File: src/rtl/uart_frame_rx.sv
// uart_frame_rx: framed UART receiver (sync hunt, OPT, LEN, payload, CRC-32) with valid/ready output.
// Defining UART_FRAME_RX_TIMEOUT_EN adds an inter-byte idle timeout that aborts a stalled frame.
module uart_frame_rx #(
    parameter int         FULL_DATA_SIZE = 40,
    parameter int         BYTE_SIZE      = 8,
    parameter int         CLKS_PER_BIT   = 16,
    parameter logic [7:0] SYNC_BYTE      = 8'hFE
) (
    input  logic                      CLK,
    input  logic                      RST_N,
    input  logic                      in_bit,
    output logic [FULL_DATA_SIZE-1:0] out_data,
    output logic                      out_valid,
    input  logic                      out_ready,
    output logic                      out_crc_err,
    output logic                      frame_err,
    output logic                      len_err,
    output logic                      overrun
);
    localparam int USEFUL_DATA_SIZE = FULL_DATA_SIZE - 2*BYTE_SIZE;
    localparam int MAX_LEN          = USEFUL_DATA_SIZE / BYTE_SIZE;
    localparam int IDX_W            = (MAX_LEN > 1) ? $clog2(MAX_LEN) : 1;
    localparam int CNT_W            = $clog2(CLKS_PER_BIT);

    typedef enum logic [1:0] {RX_IDLE, RX_START, RX_DATA, RX_STOP} rx_state_t;
    typedef enum logic [2:0] {ST_HUNT, ST_OPT, ST_LEN, ST_DATA, ST_CSM, ST_OUT} st_t;

    function automatic logic [31:0] crc32_byte(input logic [31:0] crc_in,
                                               input logic [BYTE_SIZE-1:0] data);
        logic [31:0] c;
        c = crc_in;
        for (int i = 0; i < BYTE_SIZE; i++) begin
            if (c[31] ^ data[i]) c = {c[30:0], 1'b0} ^ 32'h04C11DB7;
            else                 c = {c[30:0], 1'b0};
        end
        return c;
    endfunction

    rx_state_t              rx_st_q, rx_st_d;
    logic                   sync_p0, sync_p1, line_p2;
    logic [CNT_W-1:0]       clk_cnt_q;
    logic [2:0]             bit_cnt_q;
    logic [BYTE_SIZE-1:0]   shreg_q;
    logic                   half_done, bit_done, byte_stb, good_byte, bad_byte;

    st_t                    st_q, st_d;
    logic [BYTE_SIZE-1:0]   opt_q, len_q;
    logic [USEFUL_DATA_SIZE-1:0] payload_q;
    logic [IDX_W-1:0]       idx_q;
    logic [1:0]             csm_cnt_q;
    logic [31:0]            crc_q, rx_crc_q;
    logic                   timeout, frame_err_d, len_err_d;

    assign half_done = (clk_cnt_q == CNT_W'(CLKS_PER_BIT/2 - 1));
    assign bit_done  = (clk_cnt_q == CNT_W'(CLKS_PER_BIT - 1));
    assign byte_stb  = (rx_st_q == RX_STOP) && bit_done;
    assign good_byte = byte_stb && sync_p1;
    assign bad_byte  = byte_stb && !sync_p1;

    // Stage p0/p1: line synchroniser; p2 holds the previous sample for edge detect
    always_ff @(posedge CLK) begin
        if (!RST_N) begin
            sync_p0   <= 1'b1;
            sync_p1   <= 1'b1;
            line_p2   <= 1'b1;
            rx_st_q   <= RX_IDLE;
            clk_cnt_q <= '0;
            bit_cnt_q <= '0;
        end else begin
            sync_p0 <= in_bit;
            sync_p1 <= sync_p0;
            line_p2 <= sync_p1;
            rx_st_q <= rx_st_d;
            if (rx_st_q == RX_IDLE || rx_st_d != rx_st_q || bit_done)
                clk_cnt_q <= '0;
            else
                clk_cnt_q <= clk_cnt_q + CNT_W'(1);
            if (rx_st_q == RX_DATA && bit_done)
                bit_cnt_q <= bit_cnt_q + 3'd1;
        end
    end

    always_ff @(posedge CLK) begin
        if (rx_st_q == RX_DATA && bit_done)
            shreg_q <= {sync_p1, shreg_q[BYTE_SIZE-1:1]};
    end

    always_comb begin
        rx_st_d = rx_st_q;
        case (rx_st_q)
            RX_IDLE:  if (line_p2 && !sync_p1) rx_st_d = RX_START;
            // A start bit that is high again at mid-bit was a glitch
            RX_START: if (half_done) rx_st_d = sync_p1 ? RX_IDLE : RX_DATA;
            RX_DATA:  if (bit_done && bit_cnt_q == 3'd7) rx_st_d = RX_STOP;
            RX_STOP:  if (bit_done) rx_st_d = RX_IDLE;
            default:  rx_st_d = RX_IDLE;
        endcase
    end

`ifdef UART_FRAME_RX_TIMEOUT_EN
    localparam int TIMEOUT_CLKS = 20*CLKS_PER_BIT;
    logic [15:0] idle_cnt_q;

    always_ff @(posedge CLK) begin
        if (!RST_N || st_q == ST_HUNT || byte_stb)
            idle_cnt_q <= '0;
        else
            idle_cnt_q <= idle_cnt_q + 16'd1;
    end

    assign timeout = (st_q != ST_HUNT) && (idle_cnt_q == 16'(TIMEOUT_CLKS - 1));
`else
    assign timeout = 1'b0;
`endif

    always_comb begin
        st_d        = st_q;
        frame_err_d = 1'b0;
        len_err_d   = 1'b0;
        if ((bad_byte && st_q != ST_HUNT) || timeout) begin
            st_d        = ST_HUNT;
            frame_err_d = 1'b1;
        end else begin
            case (st_q)
                ST_HUNT: if (good_byte && shreg_q == SYNC_BYTE) st_d = ST_OPT;
                ST_OPT:  if (good_byte) st_d = ST_LEN;
                ST_LEN:
                    if (good_byte) begin
                        if (shreg_q > BYTE_SIZE'(MAX_LEN)) begin
                            st_d      = ST_HUNT;
                            len_err_d = 1'b1;
                        end else if (shreg_q == '0) begin
                            st_d = ST_CSM;
                        end else begin
                            st_d = ST_DATA;
                        end
                    end
                ST_DATA: if (good_byte && BYTE_SIZE'(idx_q) == len_q - BYTE_SIZE'(1)) st_d = ST_CSM;
                ST_CSM:  if (good_byte && csm_cnt_q == 2'd3) st_d = ST_OUT;
                ST_OUT:  st_d = ST_HUNT;
                default: st_d = ST_HUNT;
            endcase
        end
    end

    // Frame control, CRC accumulation and output handshake
    always_ff @(posedge CLK) begin
        if (!RST_N) begin
            st_q        <= ST_HUNT;
            idx_q       <= '0;
            csm_cnt_q   <= '0;
            crc_q       <= '1;
            out_data    <= '0;
            out_valid   <= 1'b0;
            out_crc_err <= 1'b0;
            frame_err   <= 1'b0;
            len_err     <= 1'b0;
            overrun     <= 1'b0;
        end else begin
            st_q      <= st_d;
            frame_err <= frame_err_d;
            len_err   <= len_err_d;
            overrun   <= 1'b0;
            if (good_byte && !timeout) begin
                case (st_q)
                    ST_HUNT:
                        if (shreg_q == SYNC_BYTE) begin
                            crc_q     <= '1;
                            idx_q     <= '0;
                            csm_cnt_q <= '0;
                        end
                    ST_OPT, ST_LEN: crc_q <= crc32_byte(crc_q, shreg_q);
                    ST_DATA: begin
                        crc_q <= crc32_byte(crc_q, shreg_q);
                        idx_q <= idx_q + IDX_W'(1);
                    end
                    ST_CSM:  csm_cnt_q <= csm_cnt_q + 2'd1;
                    default: ;
                endcase
            end
            if (st_q == ST_OUT) begin
                if (out_valid && !out_ready) begin
                    overrun <= 1'b1;
                end else begin
                    out_valid   <= 1'b1;
                    out_data    <= {opt_q, len_q, payload_q};
                    out_crc_err <= (crc_q != rx_crc_q);
                end
            end else if (out_valid && out_ready) begin
                out_valid <= 1'b0;
            end
        end
    end

    always_ff @(posedge CLK) begin
        if (good_byte) begin
            case (st_q)
                ST_OPT: opt_q <= shreg_q;
                ST_LEN: begin
                    len_q     <= shreg_q;
                    payload_q <= '0;
                end
                ST_DATA:
                    for (int k = 0; k < MAX_LEN; k++)
                        if (idx_q == IDX_W'(k))
                            payload_q[USEFUL_DATA_SIZE-1-BYTE_SIZE*k -: BYTE_SIZE] <= shreg_q;
                ST_CSM:  rx_crc_q <= {rx_crc_q[23:0], shreg_q};
                default: ;
            endcase
        end
    end

endmodule

File: config.mk
export PLATFORM = sky130hd
export DESIGN_NAME = uart_frame_rx
export DESIGN_NICKNAME = d
export VERILOG_FILES = /design/src/rtl/uart_frame_rx.sv
export SDC_FILE = /design/constraint.sdc
export NUM_CORES = 1
export LEC_CHECK = 0
export CAP_MARGIN = 20
export CELL_PAD_IN_SITES_DETAIL_PLACEMENT = 1
export CELL_PAD_IN_SITES_GLOBAL_PLACEMENT = 1
export CORE_MARGIN = 3
export CORE_UTILIZATION = 51
export CTS_CLUSTER_SIZE = 14
export DETAILED_ROUTE_END_ITERATION = 16
export GPL_TIMING_DRIVEN = 0
export MAX_ROUTING_LAYER = met4
export PLACE_DENSITY = 0.84
export SYNTH_ARGS = -nofsm -noshare
export SYNTH_HDL_FRONTEND = slang
export SYNTH_SLANG_ARGS = --single-unit
export TNS_END_PERCENT = 30
File: constraint.sdc
create_clock -name CLK -period 4.7 [get_ports CLK]
set_input_delay 0.47 -clock CLK [delete_from_list [all_inputs] [get_ports CLK]]
set_output_delay 0.47 -clock CLK [all_outputs]
set_load 0.005 [all_outputs]
==> results by group <==
Setup path
  • Most used cell along the critical path: nor2_1
  • Worst Path Max Fanout: 10
  • CP max-delay cell: buf_1
  • Arrival time at the worst endpoint: 3000 ps
  • R2r worst-path depth: 7
  • Crit end category: flop
  • Worst Setup Path Type: reg -> reg
  • Top delay family on crit path: simple AND/OR/NAND/NOR gates
  • Stages on worst setup path: 7
  • WP data required: 4980 ps
  • CP Cell Sequence: ha_1 > nand4_1 > nor2_1 > nand2_1 > nor2_1 > buf_1 > a2bb2oi_1
  • Max incr delay on CP: 520 ps
  • Bufs and invs on worst path: 1
  • CP startpoint kind: flop

Synth
  • Ys async rst share: 0
  • Post-synth EDFFs: 80
  • Cells after Synth: 632
  • Post-Synthesis Net Count: 644
  • Yosys cell types: 49
  • Register area share after synthesis: 0.601
  • Ys Warns: 0
  • Most common cell in the netlist: nand2_1
  • Largest family of logic cells by synthesized area: XOR/XNOR gates
  • Top FF cell, synth: dfxtp_1
  • Post-synth top cells: 103 x nand2_1, 96 x dfxtp_1, 80 x edfxtp_1, 57 x xnor2_1, 53 x a21oi_1
  • Post-synthesis mux area share: 0.00139
  • Flops & latches, synth: 176
  • Simple-gate share of the synthesized area: 0.124
  • Area leader, netlist: edfxtp_1
  • Ranking of synthesized cells by area: edfxtp_1 33%, dfxtp_1 27%, xnor2_1 6.9%, nand2_1 5.4%, xor2_1 4.0%
  • Post-synthesis compound-gate area fraction: 0.0942
  • Synthesized area: 7200 um2
  • Post-Synth XOR/XNOR Area: 0.146
  • Top-area cell type share of the netlist area: 0.334
  • Adder-cell area share of the yosys netlist: 0.0139
  • Mean post-synth cell area: 11.4 um2

STA
  • Final setup vio count: 0
  • Final setup TNS: 0 ps
  • Max-slew headroom: 0.313
  • RSZ-0062 raised after global routing: no
  • Tcrit/Tclk final: 0.579
  • Period minus WS final: 2720 ps
  • Count of pins over their slew limit: 0
  • Endpoints failing hold: 0
  • Clk_skew: 9.28 ps
  • FMAX: 368 MHz
  • Tightest Pin Transition: 1030 ps

Clocking
  • CTS tree: done
  • Clock transition at the registers of the reported paths: 60 ps
  • CTS buffer count: 17
  • Worst-Skew Late Latency: 440 ps
  • Root Buffer: clkbuf_16
  • Post-cts sizing count: 0
  • Post-CTS Setup Bufs: 0
  • H-tree levels: 4
  • Clock Path Buffers: 2
  • Clock sinks: 176
  • Hold Buf Count CTS: 0

Global routing
  • Antenna violations before repair: 0
  • Largest net degree at the start of global routing: 34
  • First-pass GRT wire length: 30.8 mm
  • Number of global-route vias before repair: 5506
  • GRT Residual Overflow: 0
  • GRT Util Overall: 0.263

Drt
  • Post-Route WL: 19.4 mm
  • Met3 wire length: 936 um
  • Met1 WL: 8.11 mm
  • WL/cell: 21.9 um
  • Pre-antenna DRT Iters: 4
  • DRC errors left: 0
  • Top Layer Used: met4
  • Post-route ant nets: 0
  • Initial DRC count: 401
  • Vias: 5089
  • Met2 WL: 10.0 mm
  • Via density: 5.73

Layout
  • Final net count: 711
  • Antenna Cells: 0
  • Layout area overhead: 17.2%
  • Layout cells sized above 1: 0.0716

Floorplan
  • Initial core utilization: 0.533
  • Core Area: 13500 um2
  • # rows: 42
  • Die height: 125 um
  • Die ar.: 15600 um2
  • I/O pin cnt: 49
  • Die W: 125 um

Pwr
  • Pwr per Cell Area: 347 nW/um2
  • Total design power: 2.93 mW
  • Max VDD drop: 0.287 mV
  • Leakage power: 2.84 nW

Job
  • Max cap viols: 0

Hold path
  • Hold WC Path Type: reg -> reg
  • WHS Path Cells: 1

Placed design
  • Final GP Congestion: 0.894
  • DPL Wire Length: 13.5 mm
  • IO Port Bufs: 47

Outcome
  • Status: finished, final reports clean
==> through the flow <==
stage          utilization  setup slack [ps]  hold WS [ps]  area [um2]  cells
3_3_place_gp         0.584               738           391        7890    855
5_1_grt              0.625              1740           438        8440    888
2_1_floorplan            -              1610           386        7200    632
4_1_cts              0.625              1700           426        8430    887
6_report             0.625              1980           423        8440    888
3_5_place_dp         0.585              1710           408        7900    855
==> sequential cells by signal, summed over array words and instances, names as in the netlist, 4 cells and up <==
signal	count
rx_crc_q	32
opt_q	8
shreg_q	8
out_data	40
len_q	8
crc_q	32
clk_cnt_q	4
payload_q	24
==> per-layer routing <==
| metal | GRT usage | vias to the layer above |
|---|---|---|
| met5 | - | - |
| met4 | 0.0784 | 0 |
| met3 | 0.0425 | 37 |
| met2 | 0.452 | 163 |
| met1 | 0.321 | 2561 |
| li1 | - | 2328 |
==> cells by family (layout without fill, tap and decap cells) <==
family / count (synthesis) / in the layout
muxes: 1 / 1
xor gates and xnor gates: 104 / 104
and+or+nand+nor: 196 / 196
AOI/OAI and AO/OA: 110 / 110
DFF: 176 / 176
adders and majority gates: 8 / 8
buffers and inverters: 37 / 117
==> layout make-up <==
type                       instances  area (um2)
clock inverter                    15         110
fill                            1384        5070
clock buffer                      17         425
buffer                            27         103
tap                              176         220
sequential                       176        4320
inverter                          10        37.5
multi-input combinational        419        2740
timing repair buffer              48         475
==> placed cells by master (no fill, tap or decap), types with 16 or more instances in the layout <==
master	netlist	routed
a21oi_1	53	53
clkbuf_1	24	24
clkbuf_16	0	17
clkdlybuf4s50_1	0	47
dfxtp_1	96	96
edfxtp_1	80	80
nand2_1	103	103
nor2_1	29	28
o21ai_0	16	16
xnor2_1	57	57
xor2_1	33	33
==> power breakdown <==
group / total (mW) / switching (mW) / internal (mW)
clock: 1.31 / 0.627 / 0.682
sequential: 1.59 / 0.00167 / 1.59
combinational: 0.0288 / 0.0210 / 0.00774
==> worst paths after layout <==
kind | start | end | slack, ps
setup / recovery | clk_cnt_q[0] | crc_q[14] | 1980
hold / removal | sync_p0 | sync_p1 | 420
setup reg to reg | clk_cnt_q[0] | crc_q[14] | 1980
hold reg to reg | sync_p0 | sync_p1 | 420
Power figures use the tool's default switching activity.
==> RTL change 1: new RTL, same flow settings <==
Change the parameter `CLKS_PER_BIT` from 16 to 32.
--- a/src/rtl/uart_frame_rx.sv
+++ b/src/rtl/uart_frame_rx.sv
@@ -3,7 +3,7 @@
 module uart_frame_rx #(
     parameter int         FULL_DATA_SIZE = 40,
     parameter int         BYTE_SIZE      = 8,
-    parameter int         CLKS_PER_BIT   = 16,
+    parameter int         CLKS_PER_BIT   = 32,
     parameter logic [7:0] SYNC_BYTE      = 8'hFE
 ) (
     input  logic                      CLK,
Function: same outputs for any inputs over 10 cycles, from zero or initial values and one cycle with RST_N low; that may be too few to reach the edited logic, so the function may still have changed.
==> RTL change 1 against the unedited design <==
- synthesized area rose by 0.61%
- via count increased by 2.7%
- sequential cell count is 1 higher
- setup slack worse by 0.57 ns
- power rose by 1.7%
- final area is 0.82% higher
- count of clock-buffer cells in the layout grew 2
- final cell count is 2.4% higher
- wire length increased by 4.9%
- core utilization up 0.27 points
- synthesized cell count up 3.3%
==> RTL change 1: results (changes against the unedited design) <==
Synthesis:
- The synthesized-area fraction occupied by xor and xnor cells is 14.27% (was 14.61%).
- Top cells by instance count after synthesis: sky130_fd_sc_hd__nand2_1 (103), sky130_fd_sc_hd__dfxtp_1 (97), sky130_fd_sc_hd__edfxtp_1 (80) (was sky130_fd_sc_hd__nand2_1 (103), sky130_fd_sc_hd__dfxtp_1 (96), sky130_fd_sc_hd__edfxtp_1 (80)).
- Most area-consuming cells after synthesis: sky130_fd_sc_hd__edfxtp_1 (33%), sky130_fd_sc_hd__dfxtp_1 (27%), sky130_fd_sc_hd__xnor2_1 (7.5%) (was sky130_fd_sc_hd__edfxtp_1 (33%), sky130_fd_sc_hd__dfxtp_1 (27%), sky130_fd_sc_hd__xnor2_1 (6.9%)).
- The number of unique standard cell types used by synthesis is 50 (was 49).
- The fraction of synthesized area in multiplexers was 0% (was 0.1390%).
- The number of nets in the synthesized netlist is 667 (was 644).
- The sequential share of the synthesized area is 59.97% (was 60.05%).
- The synthesized-area fraction occupied by ao, oa, aoi and oai cells is 8.739% (was 9.418%).
- The commonest register cell after synthesis is sky130_fd_sc_hd__dfxtp_1 (unchanged).
- The fraction of the mapped netlist area in adder cells is 1.727% (was 1.390%).

Cells and area:
- The total of fill cells in the finished design is 1418 (was 1384).
- The number of nets in the layout is 734 (was 711).
- The fraction of layout cells with a size suffix above 1 is 6.958% (was 7.163%).

Timing:
- The worst clock skew on the final layout is 0.007706 ns (was 0.009277 ns).

Worst setup path:
- The biggest fanout along the worst timing path is 8 (was 10).
- The worst path arrival time came to 3.35 ns (was 3.00 ns).
- The largest stage delay on the critical path came to 0.75 ns (was 0.52 ns).
- The slowest library cell on the worst path is sky130_fd_sc_hd__a21oi_1 (was sky130_fd_sc_hd__buf_1).

Detailed routing:
- The sum of routed wire length over all layers is 20390 um (was 19440 um).
- The mean number of vias per cell is 5.747 (was 5.731).

Place:
- The number of port buffers is 48 (was 47).
- The routability congestion estimate came to 0.8914 (was 0.8940).
- The half-perimeter wire length after detailed placement is 13760 um (was 13460 um).

Status:
- Outcome: finished, final reports clean (unchanged).

Power and ir drop:
- The maximum vdd ir drop is 263.3 uV (was 286.8 uV).
- The cell leakage power is 2.867 nW (was 2.835 nW).

Global route:
- The number of global-route vias before repair was 5632 (was 5506).
==> RTL change 1: cell type report <==
cell class	count	area, um^2	area share (%)
Sequential cell	177	4344	51.06
Multi-Input combinational cell	436	2754	32.37
Timing Repair Buffer	48	480.5	5.647
Clock buffer	19	442.9	5.206
Tap cell	176	220.2	2.588
Clock inverter	13	112.6	1.324
Buffer	28	108.9	1.279
Inverter	12	45.04	0.5294
==> RTL change 1: final timing paths <==
| check | start | end | slack, ns | cells after the start |
|---|---|---|---|---|
| max | clk_cnt_q[0] | payload_q[22] | 1.41 | 7 |
| min | sync_p0 | sync_p1 | 0.44 | 1 |
| max reg2reg | clk_cnt_q[0] | payload_q[22] | 1.41 | 7 |
| min reg2reg | sync_p0 | sync_p1 | 0.44 | 1 |
==> RTL change 1: cell families (layout without fill, tap and decap cells) <==
group,Yosys count,count (layout)
flip-flops,177,177
AND/OR/NAND/NOR,209,209
XOR/XNOR,106,106
adder cells (fa/ha/maj),10,10
buffers and inverters,40,120
AO/OA/AOI/OAI,111,111
==> RTL change 1: routing by layer <==
layer  vias to the layer above  wire length [um]  GRT usage, %
met5                         -                 0             -
met1                      2621              8302         31.44
met2                       166             10470         46.31
li1                       2382                 -             -
met3                        55               858         6.013
met4                         0               760         13.46
==> RTL change 1: worst reg2reg max path, delay by kind of cell (launching register included) <==
kind / cells / cell delay [ns]
AND/OR/NAND/NOR: 4 / 1.34
AO/OA/AOI/OAI: 1 / 0.75
adder cells (fa/ha/maj): 2 / 0.46
flip-flops: 1 / 0.36
==> RTL change 1: power breakdown <==
part | total [mW] | leakage [nW] | switching [mW] | internal (mW)
combinational | 0.0270 | 1.03 | 0.0207 | 0.00628
sequential | 1.60 | 1.57 | 0.00121 | 1.60
clock | 1.35 | 0.271 | 0.608 | 0.743
total | 2.98 | 2.87 | 0.630 | 2.34
==> RTL change 1: metrics by stage <==
stage	cells	worst slack (ns)	total power, mW
after floorplan	653	1.673	1.645
after global placement	877	0.9239	1.656
after detailed placement	877	1.574	1.657
after CTS	909	1.433	2.984
after global routing	909	1.182	3.059
final	909	1.410	2.975
==> RTL change 2: new RTL, same flow settings <==
Made on the original files. Put one more register stage on the output `len_err`, cleared by the reset. The value now appears one clock later. The other outputs are not delayed to match.
--- a/src/rtl/uart_frame_rx.sv
+++ b/src/rtl/uart_frame_rx.sv
@@ -25,6 +25,8 @@
     typedef enum logic [1:0] {RX_IDLE, RX_START, RX_DATA, RX_STOP} rx_state_t;
     typedef enum logic [2:0] {ST_HUNT, ST_OPT, ST_LEN, ST_DATA, ST_CSM, ST_OUT} st_t;
 
+    logic len_err_s0;
+
     function automatic logic [31:0] crc32_byte(input logic [31:0] crc_in,
                                                input logic [BYTE_SIZE-1:0] data);
         logic [31:0] c;
@@ -154,12 +156,12 @@
             out_valid   <= 1'b0;
             out_crc_err <= 1'b0;
             frame_err   <= 1'b0;
-            len_err     <= 1'b0;
+            len_err_s0  <= 1'b0;
             overrun     <= 1'b0;
         end else begin
             st_q      <= st_d;
             frame_err <= frame_err_d;
-            len_err   <= len_err_d;
+            len_err_s0 <= len_err_d;
             overrun   <= 1'b0;
             if (good_byte && !timeout) begin
                 case (st_q)
@@ -210,5 +212,13 @@
         end
     end
 
+    always_ff @(posedge CLK) begin
+        if (!RST_N) begin
+            len_err <= '0;
+        end else begin
+            len_err <= len_err_s0;
+        end
+    end
+
 endmodule
 
Formal check against the unedited RTL: same outputs for any inputs over 10 cycles, from zero or initial values and one cycle with RST_N low; that may be too few to reach the edited logic, so the function may still have changed.
==> RTL change 2 against the unedited design <==
- clock power about the same
- core utilization decreased by 0.84 points
- wire length increased by 6.7%
- clock skew increased by 0.0023 ns
- synthesized area increased by 3.4%
- sequential cell count increased by 1
- setup slack got worse by 0.36 ns
- sequential share of layout area decreased by 1.2 points
- final area increased by 3.0%
- power increased by 0.18%
==> RTL change 2: results (changes against the unedited design) <==
Detailed routing:
- The total iterations of the first detailed-routing run is 5 (was 4).
- The mean number of vias per cell is 5.855 (was 5.731).
- The sum of routed wire length over all layers is 20740 um (was 19440 um).
- The initial detailed-routing violation count is 450 (was 401).

Global route:
- The number of global-route vias before repair is 5743 (was 5506).
- The maximum number of pins on one net before global-route repair is 33 (was 34).
- The global-route total usage across every layer is 27.63% (was 26.29%).

Timing:
- The final setup slack of the worst path is 1.617 ns (was 1.979 ns).
- The worst clock skew on the final layout came to 0.01162 ns (was 0.009277 ns).

Worst setup path:
- The flop-to-flop setup slack is 1.62 ns (was 1.98 ns).
- The worst path arrival time is 3.45 ns (was 3.00 ns).
- The first element of the critical path is clk_cnt_q[0] (unchanged).
- The end of the worst register-to-register path is crc_q[30] (was crc_q[14]).

Place:
- The routability congestion estimate is 0.9248 (was 0.8940).
- The half-perimeter wire length after detailed placement is 14640 um (was 13460 um).
- The post-detailed-placement cell area is 8155 um^2 (was 7899 um^2).
- The cell count after placement is 890 (was 855).
- The pre-CTS setup slack came to 1.870 ns (was 1.712 ns).
- The number of port buffers was 48 (was 47).

Synthesis:
- The number of nets in the synthesized netlist is 674 (was 644).
- The fraction of synthesized area in multiplexers came to 0.2690% (was 0.1390%).
- The number of unique standard cell types used by synthesis is 51 (was 49).
- The synthesized-area fraction occupied by xor and xnor cells is 15.65% (was 14.61%).
- The post-synthesis area per instance came to 11.24 um^2 (was 11.39 um^2).
- Most area-consuming cells after synthesis: sky130_fd_sc_hd__edfxtp_1 (32%), sky130_fd_sc_hd__dfxtp_1 (26%), sky130_fd_sc_hd__xnor2_1 (6.4%) (was sky130_fd_sc_hd__edfxtp_1 (33%), sky130_fd_sc_hd__dfxtp_1 (27%), sky130_fd_sc_hd__xnor2_1 (6.9%)).
- The sequential share of the synthesized area is 58.37% (was 60.05%).
- The synthesized-area fraction occupied by ao, oa, aoi and oai cells is 8.440% (was 9.418%).
- The fraction of the mapped netlist area in adder cells is 1.345% (was 1.390%).

Cells and area:
- The filler-free cell count of the finished design was 922 (was 888).
- The fraction of layout cells with a size suffix above 1 came to 6.604% (was 7.163%).

Status:
- Outcome: finished, final reports clean (unchanged).
-- RTL change 2: cell types whose count changed after synthesis, moves of 6 or more --
cell,unedited run,this run
sky130_fd_sc_hd__and3_1,5,11
sky130_fd_sc_hd__nor2_1,29,40
sky130_fd_sc_hd__a2bb2oi_1,8,0
sky130_fd_sc_hd__nand2_1,103,115
sky130_fd_sc_hd__xor2_1,33,26
sky130_fd_sc_hd__and2_1,12,4
sky130_fd_sc_hd__xnor3_1,1,8
-- RTL change 2: metal layers --
metal	track usage [%]	vias up	share of wire (%)
met5	-	-	0
met4	9.022	0	2.3
met3	5.937	44	4.8
met2	46.76	172	51
met1	33.04	2729	41
li1	-	2453	-
-- RTL change 2: area by class of cell --
class	count	area [um^2]
buffer	33	142.6
inverter	10	37.54
timing repair buffer	48	480.5
sequential	177	4344
fill	1475	5406
multi-input combinational	442	2925
clock buffer	18	429.2
tap	180	225.2
clock inverter	14	105.1
-- RTL change 2: cell families after synthesis --
family	after synthesis
xor gates and xnor gates	101
and+or+nand+nor	224
AOI/OAI and AO/OA	107
adders and majority gates	8
DFF	177
buffers and inverters	43
muxes	2
-- RTL change 2: worst max-delay path, cell delays in order (launching register included) --
cell                       delay, ns
sky130_fd_sc_hd__dfxtp_1        0.35
sky130_fd_sc_hd__ha_1           0.26
sky130_fd_sc_hd__nand4_1        0.28
sky130_fd_sc_hd__nor3_1         0.80
sky130_fd_sc_hd__and2_1         0.27
sky130_fd_sc_hd__clkbuf_1       0.23
sky130_fd_sc_hd__clkbuf_1       0.48
sky130_fd_sc_hd__o22ai_1        0.21
sky130_fd_sc_hd__nand2_1        0.12
-- RTL change 2: report_power, final --
group / switching (mW) / internal (mW)
logic: 0.0208 / 0.00720
clock network: 0.623 / 0.684
registers: 0.00115 / 1.60
total: 0.645 / 2.29
